## src/rtl/dcache_req_if.sv

```systemverilog
// Cache-side request/response bus of the D$ request adapter.
// The adapter drives the request side (master); the data cache drives
// ready and the one-cycle response (slave).
interface dcache_req_if #(
   parameter int ADDR_WIDTH = 64,
   parameter int DATA_WIDTH = 64
);
   localparam int STRB_WIDTH = DATA_WIDTH / 8;

   logic                  c_req_valid;
   logic                  c_req_ready;
   logic [ADDR_WIDTH-1:0] c_req_addr;
   logic                  c_req_write;
   logic [DATA_WIDTH-1:0] c_req_wdata;
   logic [STRB_WIDTH-1:0] c_req_wstrb;
   logic                  c_resp_valid;
   logic [DATA_WIDTH-1:0] c_resp_rdata;

   modport master (
      output c_req_valid, c_req_addr, c_req_write, c_req_wdata, c_req_wstrb,
      input  c_req_ready, c_resp_valid, c_resp_rdata
   );

   modport slave (
      input  c_req_valid, c_req_addr, c_req_write, c_req_wdata, c_req_wstrb,
      output c_req_ready, c_resp_valid, c_resp_rdata
   );
endinterface

```

## src/rtl/dcache_req_adapter.sv

```systemverilog
// D$ request adapter: turns the MEM stage's level-held request into a single
// valid/ready cache transaction, aligns store data and strobes, and returns
// level-held completion flags. A request dropped mid-flight (trap/flush) is
// still completed on the cache side but its response is swallowed.
module dcache_req_adapter #(
   parameter int ADDR_WIDTH = 64,
   parameter int DATA_WIDTH = 64,
   parameter int STRB_WIDTH = DATA_WIDTH / 8
) (
   input  logic                  clk,
   input  logic                  reset,
   input  logic                  dc_en,
   input  logic [ADDR_WIDTH-1:0] dc_in_addr,
   input  logic                  dc_write_en,
   input  logic [DATA_WIDTH-1:0] dc_in_wdata,
   input  logic [1:0]            dc_in_wlen,
   input  logic                  advance,
   output logic [DATA_WIDTH-1:0] dc_out_rdata,
   output logic                  dc_out_rvalid,
   output logic                  dc_out_write_done,
   output logic                  dc_out_misaligned,
   dcache_req_if.master          cache
);

   typedef enum logic [1:0] {S_IDLE, S_REQ, S_WAIT, S_DONE} state_e;

   // Low address bits that must be zero for a naturally aligned access.
   function automatic logic [2:0] size_mask(input logic [1:0] wlen);
      logic [2:0] m;
      case (wlen)
         2'd0:    m = 3'b000;
         2'd1:    m = 3'b001;
         2'd2:    m = 3'b011;
         2'd3:    m = 3'b111;
         default: m = 3'b111;
      endcase
      return m;
   endfunction

   // Byte enables for an access of 2^wlen bytes starting at byte offset off.
   function automatic logic [STRB_WIDTH-1:0] byte_strb(input logic [1:0] wlen,
                                                       input logic [2:0] off);
      logic [STRB_WIDTH-1:0] base;
      case (wlen)
         2'd0:    base = 8'h01;
         2'd1:    base = 8'h03;
         2'd2:    base = 8'h0F;
         2'd3:    base = 8'hFF;
         default: base = 8'hFF;
      endcase
      return base << off;
   endfunction

   state_e                state_q, state_d;
   logic                  abort_q, abort_d;
   logic [ADDR_WIDTH-1:0] addr_q, addr_d;
   logic                  write_q, write_d;
   logic [DATA_WIDTH-1:0] wdata_q, wdata_d;
   logic [STRB_WIDTH-1:0] strb_q, strb_d;
   logic [DATA_WIDTH-1:0] rdata_q, rdata_d;
   logic                  valid_q, valid_d;
   logic                  rvalid_q, rvalid_d;
   logic                  wdone_q, wdone_d;
   logic                  misaligned_s;
   logic                  capture_s;
   logic                  abort_now_s;

   assign misaligned_s      = (dc_in_addr[2:0] & size_mask(dc_in_wlen)) != 3'b000;
   assign dc_out_misaligned = dc_en && misaligned_s;

   assign cache.c_req_valid = valid_q;
   assign cache.c_req_addr  = addr_q;
   assign cache.c_req_write = write_q;
   assign cache.c_req_wdata = wdata_q;
   assign cache.c_req_wstrb = strb_q;
   assign dc_out_rdata      = rdata_q;
   assign dc_out_rvalid     = rvalid_q;
   assign dc_out_write_done = wdone_q;

   // Next-state, request capture and registered-output computation.
   always_comb begin
      state_d     = state_q;
      abort_d     = abort_q;
      addr_d      = addr_q;
      write_d     = write_q;
      wdata_d     = wdata_q;
      strb_d      = strb_q;
      rdata_d     = rdata_q;
      capture_s   = 1'b0;
      // A drop of dc_en in the response cycle itself also counts as abort.
      abort_now_s = abort_q || !dc_en;

      case (state_q)
         S_IDLE: begin
            abort_d = 1'b0;
            if (dc_en && !misaligned_s) begin
               capture_s = 1'b1;
               state_d   = S_REQ;
            end else begin
               state_d = S_IDLE;
            end
         end
         S_REQ: begin
            abort_d = abort_now_s;
            if (cache.c_req_ready) begin
               state_d = S_WAIT;
            end else begin
               state_d = S_REQ;
            end
         end
         S_WAIT: begin
            if (cache.c_resp_valid) begin
               abort_d = 1'b0;
               if (abort_now_s) begin
                  state_d = S_IDLE;
               end else begin
                  state_d = S_DONE;
                  if (!write_q) begin
                     rdata_d = cache.c_resp_rdata;
                  end else begin
                     rdata_d = rdata_q;
                  end
               end
            end else begin
               abort_d = abort_now_s;
               state_d = S_WAIT;
            end
         end
         S_DONE: begin
            if (advance || !dc_en) begin
               state_d = S_IDLE;
            end else if (dc_write_en != write_q) begin
               // Read-then-write of an atomic: a fresh request, same slot.
               if (misaligned_s) begin
                  state_d = S_IDLE;
               end else begin
                  capture_s = 1'b1;
                  state_d   = S_REQ;
               end
            end else begin
               state_d = S_DONE;
            end
         end
         default: begin
            state_d = S_IDLE;
            abort_d = 1'b0;
         end
      endcase

      if (capture_s) begin
         addr_d  = {dc_in_addr[ADDR_WIDTH-1:3], 3'b000};
         write_d = dc_write_en;
         wdata_d = dc_in_wdata << {dc_in_addr[2:0], 3'b000};
         if (dc_write_en) begin
            strb_d = byte_strb(dc_in_wlen, dc_in_addr[2:0]);
         end else begin
            strb_d = {STRB_WIDTH{1'b0}};
         end
      end else begin
         addr_d  = addr_q;
         write_d = write_q;
         wdata_d = wdata_q;
         strb_d  = strb_q;
      end

      valid_d  = (state_d == S_REQ);
      rvalid_d = (state_d == S_DONE) && !write_d;
      wdone_d  = (state_d == S_DONE) && write_d;
   end

   // State, captured request and output registers with synchronous reset.
   always_ff @(posedge clk) begin
      if (reset) begin
         state_q  <= S_IDLE;
         abort_q  <= 1'b0;
         addr_q   <= {ADDR_WIDTH{1'b0}};
         write_q  <= 1'b0;
         wdata_q  <= {DATA_WIDTH{1'b0}};
         strb_q   <= {STRB_WIDTH{1'b0}};
         rdata_q  <= {DATA_WIDTH{1'b0}};
         valid_q  <= 1'b0;
         rvalid_q <= 1'b0;
         wdone_q  <= 1'b0;
      end else begin
         state_q  <= state_d;
         abort_q  <= abort_d;
         addr_q   <= addr_d;
         write_q  <= write_d;
         wdata_q  <= wdata_d;
         strb_q   <= strb_d;
         rdata_q  <= rdata_d;
         valid_q  <= valid_d;
         rvalid_q <= rvalid_d;
         wdone_q  <= wdone_d;
      end
   end

endmodule

```

## src/flat_wrapper.sv

```systemverilog
// flat-port wrapper written by rule: the top's interface ports become plain ports
module dcache_req_adapter_flat 
#(
   parameter int ADDR_WIDTH = 64,
   parameter int DATA_WIDTH = 64,
   parameter int STRB_WIDTH = DATA_WIDTH / 8
)
  (clk, reset, dc_en, dc_in_addr, dc_write_en, dc_in_wdata, dc_in_wlen, advance, dc_out_rdata, dc_out_rvalid, dc_out_write_done, dc_out_misaligned, cache_c_req_valid, cache_c_req_addr, cache_c_req_write, cache_c_req_wdata, cache_c_req_wstrb, cache_c_req_ready, cache_c_resp_valid, cache_c_resp_rdata);
  dcache_req_if #(.ADDR_WIDTH(ADDR_WIDTH), .DATA_WIDTH(DATA_WIDTH)) cache_i ();
  input  logic clk;
  input  logic reset;
  input  logic dc_en;
  input  logic [ADDR_WIDTH-1:0] dc_in_addr;
  input  logic dc_write_en;
  input  logic [DATA_WIDTH-1:0] dc_in_wdata;
  input  logic [1:0] dc_in_wlen;
  input  logic advance;
  output logic [DATA_WIDTH-1:0] dc_out_rdata;
  output logic dc_out_rvalid;
  output logic dc_out_write_done;
  output logic dc_out_misaligned;
  output wire logic [$bits(cache_i.c_req_valid)-1:0] cache_c_req_valid;
  output wire logic [$bits(cache_i.c_req_addr)-1:0] cache_c_req_addr;
  output wire logic [$bits(cache_i.c_req_write)-1:0] cache_c_req_write;
  output wire logic [$bits(cache_i.c_req_wdata)-1:0] cache_c_req_wdata;
  output wire logic [$bits(cache_i.c_req_wstrb)-1:0] cache_c_req_wstrb;
  input wire logic [$bits(cache_i.c_req_ready)-1:0] cache_c_req_ready;
  input wire logic [$bits(cache_i.c_resp_valid)-1:0] cache_c_resp_valid;
  input wire logic [$bits(cache_i.c_resp_rdata)-1:0] cache_c_resp_rdata;
  assign cache_c_req_valid = cache_i.c_req_valid;
  assign cache_c_req_addr = cache_i.c_req_addr;
  assign cache_c_req_write = cache_i.c_req_write;
  assign cache_c_req_wdata = cache_i.c_req_wdata;
  assign cache_c_req_wstrb = cache_i.c_req_wstrb;
  assign cache_i.c_req_ready = cache_c_req_ready;
  assign cache_i.c_resp_valid = cache_c_resp_valid;
  assign cache_i.c_resp_rdata = cache_c_resp_rdata;
  dcache_req_adapter #(.ADDR_WIDTH(ADDR_WIDTH), .DATA_WIDTH(DATA_WIDTH), .STRB_WIDTH(STRB_WIDTH)) u_core (.clk(clk), .reset(reset), .dc_en(dc_en), .dc_in_addr(dc_in_addr), .dc_write_en(dc_write_en), .dc_in_wdata(dc_in_wdata), .dc_in_wlen(dc_in_wlen), .advance(advance), .dc_out_rdata(dc_out_rdata), .dc_out_rvalid(dc_out_rvalid), .dc_out_write_done(dc_out_write_done), .dc_out_misaligned(dc_out_misaligned), .cache(cache_i));
endmodule
```

## config.mk

```make
export PLATFORM = sky130hd
export DESIGN_NAME = dcache_req_adapter_flat
export DESIGN_NICKNAME = d
export VERILOG_FILES = /design/src/rtl/dcache_req_if.sv /design/src/rtl/dcache_req_adapter.sv /design/src/flat_wrapper.sv
export SDC_FILE = /design/constraint.sdc
export NUM_CORES = 1
export LEC_CHECK = 0
export ABC_AREA = 1
export CAP_MARGIN = 20
export CORE_MARGIN = 8
export CORE_UTILIZATION = 40
export CTS_CLUSTER_SIZE = 12
export DETAILED_ROUTE_END_ITERATION = 8
export GPL_TIMING_DRIVEN = 0
export PLACE_DENSITY = 0.74
export SYNTH_ARGS = -nofsm -noshare
export SYNTH_HDL_FRONTEND = slang
export SYNTH_SLANG_ARGS = --single-unit
```

## constraint.sdc

```tcl
create_clock -name clk -period 2.9 [get_ports clk]
set_clock_uncertainty 0.15 [all_clocks]
set_input_delay 0.725 -clock clk [delete_from_list [all_inputs] [get_ports clk]]
set_output_delay 0.725 -clock clk [all_outputs]
set_load 0.1 [all_outputs]
```

# Word-level counts from Yosys, hierarchy flattened

Cells that the tools add are included.

Register bits: 204
Input port bits: 201
Output and inout bits: 205
Word-level logic and storage cells: 59

Eq/ne operators: 9
Shifts and indexed selects: 2
Multiplexer cells: 21
Bitwise operators: 3
Reductions and logical operators: 14

Operators by type and width:

| operator                                       | count |
|---|---|
| << shifter 64 x 6 -> 64 bit                    | 1 |
| case mux 8 bit (4 select lines)                | 1 |
| two-way mux 8 bit                              | 3 |
| case mux 3 bit (4 select lines)                | 1 |
| == test 2 bit (second input constant)          | 5 |
| two-way mux 2 bit                              | 5 |
| two-way mux 1 bit                              | 8 |
| case mux 2 bit (4 select lines)                | 1 |
| << shifter 8 x 3 -> 8 bit                      | 1 |
| == test 2 x 1 -> 1 bit (second input constant) | 3 |
| nonzero test 3 bit                             | 2 |
| logical AND 1 bit                              | 4 |
| logical NOT 2 bit                              | 2 |
| AND reduction 4 bit                            | 1 |
| bitwise AND 3 bit                              | 1 |
| logical NOT 1 bit                              | 3 |
| case mux 1 bit (3 select lines)                | 1 |
| logical OR 1 bit                               | 2 |
| NOT 1 bit                                      | 2 |
| case mux 1 bit (2 select lines)                | 1 |
| != test 1 bit                                  | 1 |

# Longest topological paths before layout

Gate-level depths: netlist of the first run.

Depth after elaboration: 11
Gate-level depth with buffers: 12

# Worst setup path before layout of the first run

No wires, ideal clock.

Path kind: input-to-output
Start: input port dc_in_addr[2]
End: output port dc_out_misaligned
Arrival: 2395 ps
Data required time: 2025 ps
Setup slack: -370 ps
Cell stages on the path: 5
Cells stage by stage: buf_2 -> inv_2 -> nor2_1 -> a21oi_4 -> nor2_1

Cells in the longest elaborated chain, start to end: 3

Ends and longest elaborated chain:

| item               | RTL line                 | source |
|---|---|---|
| start: declaration | flat_wrapper.sv:13       | `input logic [ADDR_WIDTH-1:0] dc_in_addr;` |
| bitwise AND 3 bit  | dcache_req_adapter.sv:68 | `assign misaligned_s = (dc_in_addr[2:0] & size_mask(dc_in_wlen)) != 3'b000;` |
| nonzero test 3 bit | dcache_req_adapter.sv:68 |  |
| logical AND 1 bit  | dcache_req_adapter.sv:69 | `assign dc_out_misaligned = dc_en && misaligned_s;` |
| end: declaration   | flat_wrapper.sv:21       | `output logic dc_out_misaligned;` |

Every way passes these cells.

# Worst setup path in the final report of the first run

Start: register u_core.addr_q[36], in the netlist u_core.cache.c_req_addr[36]
End: output port cache_c_req_addr[36]

RTL lines:

| item                     | RTL line                  | source |
|---|---|---|
| start: declaration       | dcache_req_adapter.sv:56  | `logic [ADDR_WIDTH-1:0] addr_q, addr_d;` |
| start signal: assignment | dcache_req_adapter.sv:176 | `addr_q <= {ADDR_WIDTH{1'b0}};` |
| start signal: assignment | dcache_req_adapter.sv:187 | `addr_q <= addr_d;` |
| end: declaration         | flat_wrapper.sv:23        | `output wire logic [$bits(cache_i.c_req_addr)-1:0] cache_c_req_addr;` |

No word-level cell between the ends.

==> run_results.csv, run 1 <==
group,metric,value,unit
die,die_w,168,µm
worst_setup_path,crit_type,"register to output port",
clocking,cts.sinks,204,
power_and_ir_drop,ir_drop,0.478,mV
sta,fmax,347,MHz
die,rows,55,
global_route,grt_max_degree,13,
clocking,cts.clk_slew.worst_paths,0.06,ns
worst_setup_path,critPathLaunchType,"register",
power_and_ir_drop,p_leak,0.00688,µW
synth,synth_top_area_share,44.0,%
layout,drive_above_1_share,5.21,%
global_route,grt-ovfl-total,0,
detailed_routing,via_per_inst,5.22,
synth,ys.flop_type,"dfxtp_1",
synth,ys_seq_elements,204,
synth,ys_top_cells_by_area,"dfxtp_1, nor2_1, nand3_1",
synth,synth_async_sr_flop_share,0,%
worst_hold_path,hold_class,"register to register",
clocking,hold_buffers,0,
sta,hold_viol_final,0,
clocking,htree_levels,1,
die,die-area,28300,µm²
sta,period_share,99.4,%
worst_setup_path,setup.worst_path.start,"u_core.cache.c_req_addr[36]$_SDFFE_PP0P_",
worst_setup_path,critPathArrivalTime,2.01,ns
synth,syn_avg_cell_area,6.62,µm²
power_and_ir_drop,powerDensity,592,nW/µm²
placement,portBuffers,400,
detailed_routing,routed_wl,43000,µm
power_and_ir_drop,pwr-share-clk,32.0,%
clocking,post_cts_buffers,0,
sta,worst_slew_pin_slew,1.13,ns
placement,gp_congestion,1.00,
global_route,grt_pass1_vias,10600,
die,start_util,40.9,%
detailed_routing,drtPass1Iterations,5,
global_route,grt_use_total,28.8,%
worst_setup_path,cp_top_family,"buffers and inverters",
synth,synth.distinct_cells,27,
power_and_ir_drop,p_sw_share,38.1,%
detailed_routing,ant_nets,0,
clocking,ctsResizeCount,82,
placement,dpl_cell_area,13700,µm²
die,core-area,22700,µm²
worst_setup_path,worstPathCellList,"clkdlybuf4s50_1",
worst_setup_path,cp_slowest_cell,"clkdlybuf4s50_1",
layout,nNetsFinal,2037,
worst_hold_path,min_path_cells,2,
worst_setup_path,path_depth,1,
die,fp.dieH,168,µm
layout,area_growth,54.9,%
worst_setup_path,worstReg2RegStart,"u_core.state_q[0]$_SDFF_PP0_",
worst_setup_path,reg2reg_depth,8,
detailed_routing,drtIter0Drc,994,
clocking,cts_max_path_buffers,3,
placement,post-dp-hpwl,34200,µm
clocking,cts_inserted_buffers,23,
synth,syn_inst,1403,
power_and_ir_drop,pwr-share-comb,32.1,%
flow_run,maxCapViolCount,0,
worst_setup_path,crit_path_end_kind,"output port",
worst_setup_path,r2r_slack,0.40,ns
synth,synth_area_leader_cell,"dfxtp_1",
detailed_routing,wl_per_cell,20.2,µm
detailed_routing,vias,11100,
run_status,outcome,"finished, final reports clean",
power_and_ir_drop,p_sw,3250,µW
synth,synth_edf_count,0,
sta,final_max_slew_viol_count,0,
sta,period_needed,2.88,ns
worst_hold_path,hold_start,"u_core.cache.c_req_wstrb[0]$_SDFFE_PP0P_",
worst_setup_path,crit_required,2.03,ns
sta,hold_slack,0.310,ns
worst_setup_path,cpPeakStageDelay,1.17,ns
worst_setup_path,cp_max_fo,2,
die,io_pins,406,
detailed_routing,drc,0,
synth,syn_area,9290,µm²
synth,yosysWarnings,0,
layout,design_area,14400,µm²
synth,yosysSeqAreaShare,44.0,%
global_route,antenna_found_initial,4,
worst_setup_path,path_buf_inv,1,
power_and_ir_drop,pwr-share-seq,36.0,%
sta,max_slew_margin,25.0,%
clocking,clk-insertion-delay-late,0.51,ns
global_route,grt_first_pass_wirelength,63700,µm
power_and_ir_drop,p_int,5270,µW
sta,setup_viol,0,
clocking,cts_tree,"yes",
clocking,root_buffer,"clkbuf_16",
-- Yosys cell counts, types with 2 or more instances --
cell      count
clkbuf_1     57
buf_4         6
nand2_1     261
o21ai_1       3
nor3_1        5
inv_1        23
inv_2         4
ha_1          6
nand2_4       2
nor2_1      391
dfxtp_1     204
a21oi_1      13
nand3_1     197
buf_6         5
nor2_2       10
buf_1        12
buf_2        26
o21ai_0     169
-- worst paths after layout --
kind / endpoint
max: cache_c_req_addr[36]
min: u_core.cache.c_req_wstrb[0]$_SDFFE_PP0P_
max reg2reg: u_core.cache.c_req_wdata[23]$_SDFFE_PP0P_
min reg2reg: u_core.cache.c_req_wstrb[0]$_SDFFE_PP0P_
-- per-stage QoR --
step	setup TNS, ns	utilization, %	cells	power (µW)	setup WS [ns]
5_1_grt	-0.00223	63.3	2132	8820	-0.00223
4_1_cts	0	62.8	2128	8540	0.00000688
6_report	0	63.3	2132	8510	0.0188
2_1_floorplan	0	-	1405	4970	0.0958
3_3_place_gp	-3.17	60.1	2090	5870	-0.870
3_5_place_dp	-3.96	60.1	2090	5880	-0.861
-- worst min-delay path: cells and delay by family (launching register included) --
kind / cells / cell delay (ns)
flip-flops: 1 / 0.31
AND/OR/NAND/NOR: 1 / 0.06
AO/OA/AOI/OAI: 1 / 0.05
-- logic make-up (layout without fill, tap and decap cells) --
family,count (synthesis),in the layout,share of synthesized area [%]
simple gates,869,869,38.4
flops,204,204,44.0
compound gates,188,188,10.3
other cells,1,7,0.0404
buf+inv,135,573,6.49
fa+ha+maj,6,6,0.808
-- power by group through the flow --
stage | Combinational [µW] | Sequential, µW | Clock [µW]
floorplan | 684 | 4290 | 0
global placement | 2750 | 3120 | 0
detailed placement | 2760 | 3120 | 0
CTS | 2720 | 3060 | 2760
global route | 2870 | 3080 | 2870
finish | 2730 | 3060 | 2720
-- layout by cell type, fill, tap and decap left out --
cell             count
nand2_2              2
clkdlybuf4s50_1    280
nand3b_1             1
dlymetal6s2s_1      44
buf_8                1
nand2_4              2
nand2_1            260
buf_2               26
nor3_1               5
a21oi_1             13
o21ai_0            169
a21oi_4              1
dlygate4sd2_1       75
nand3_1            197
nor2_1             389
inv_1               23
a211oi_1             1
buf_1               12
clkinv_2             7
clkbuf_8             5
diode_2              4
ha_1                 6
buf_4                6
clkbuf_16           23
nor2_2              12
clkbuf_1            60
dfxtp_1            204
o21ai_1              3
inv_4                1
nand4_1              1
buf_6                5
a31oi_1              1
clkinvlp_4           1
conb_1               3
inv_2                4
-- flip-flops by register name, summed over array words and instances, names as in the netlist --
name,cells
u_core.abort_q,1
u_core.cache.c_req_addr,61
u_core.cache.c_req_valid,1
u_core.cache.c_req_wdata,64
u_core.cache.c_req_write,1
u_core.cache.c_req_wstrb,8
u_core.dc_out_rdata,64
u_core.dc_out_rvalid,1
u_core.dc_out_write_done,1
u_core.state_q,2
-- layout make-up --
| class | count | area [µm²] |
|---|---|---|
| timing repair buffer | 400 | 4030 |
| antenna | 4 | 10.0 |
| clock buffer | 31 | 656 |
| inverter | 29 | 113 |
| buffer | 106 | 490 |
| tap | 285 | 357 |
| multi-input combinational | 1066 | 4610 |
| fill | 2168 | 8320 |
| clock inverter | 7 | 37.5 |
| sequential | 204 | 4080 |
-- layer usage --
layer	up-vias	share of wire, %	global-route usage [%]
li1	5385	-	-
met1	5130	40	35.8
met2	535	47	47.7
met3	81	8.9	6.59
met4	0	3.7	10.8
met5	-	0	0
(Power assumes the default switching activity.)
==> inputs of run 2 (changes only) <==
Settings changed: CAP_MARGIN 20 to 15.
==> results of run 2 <==
No change in the layout: final DEF, timing and power equal those of run 1.
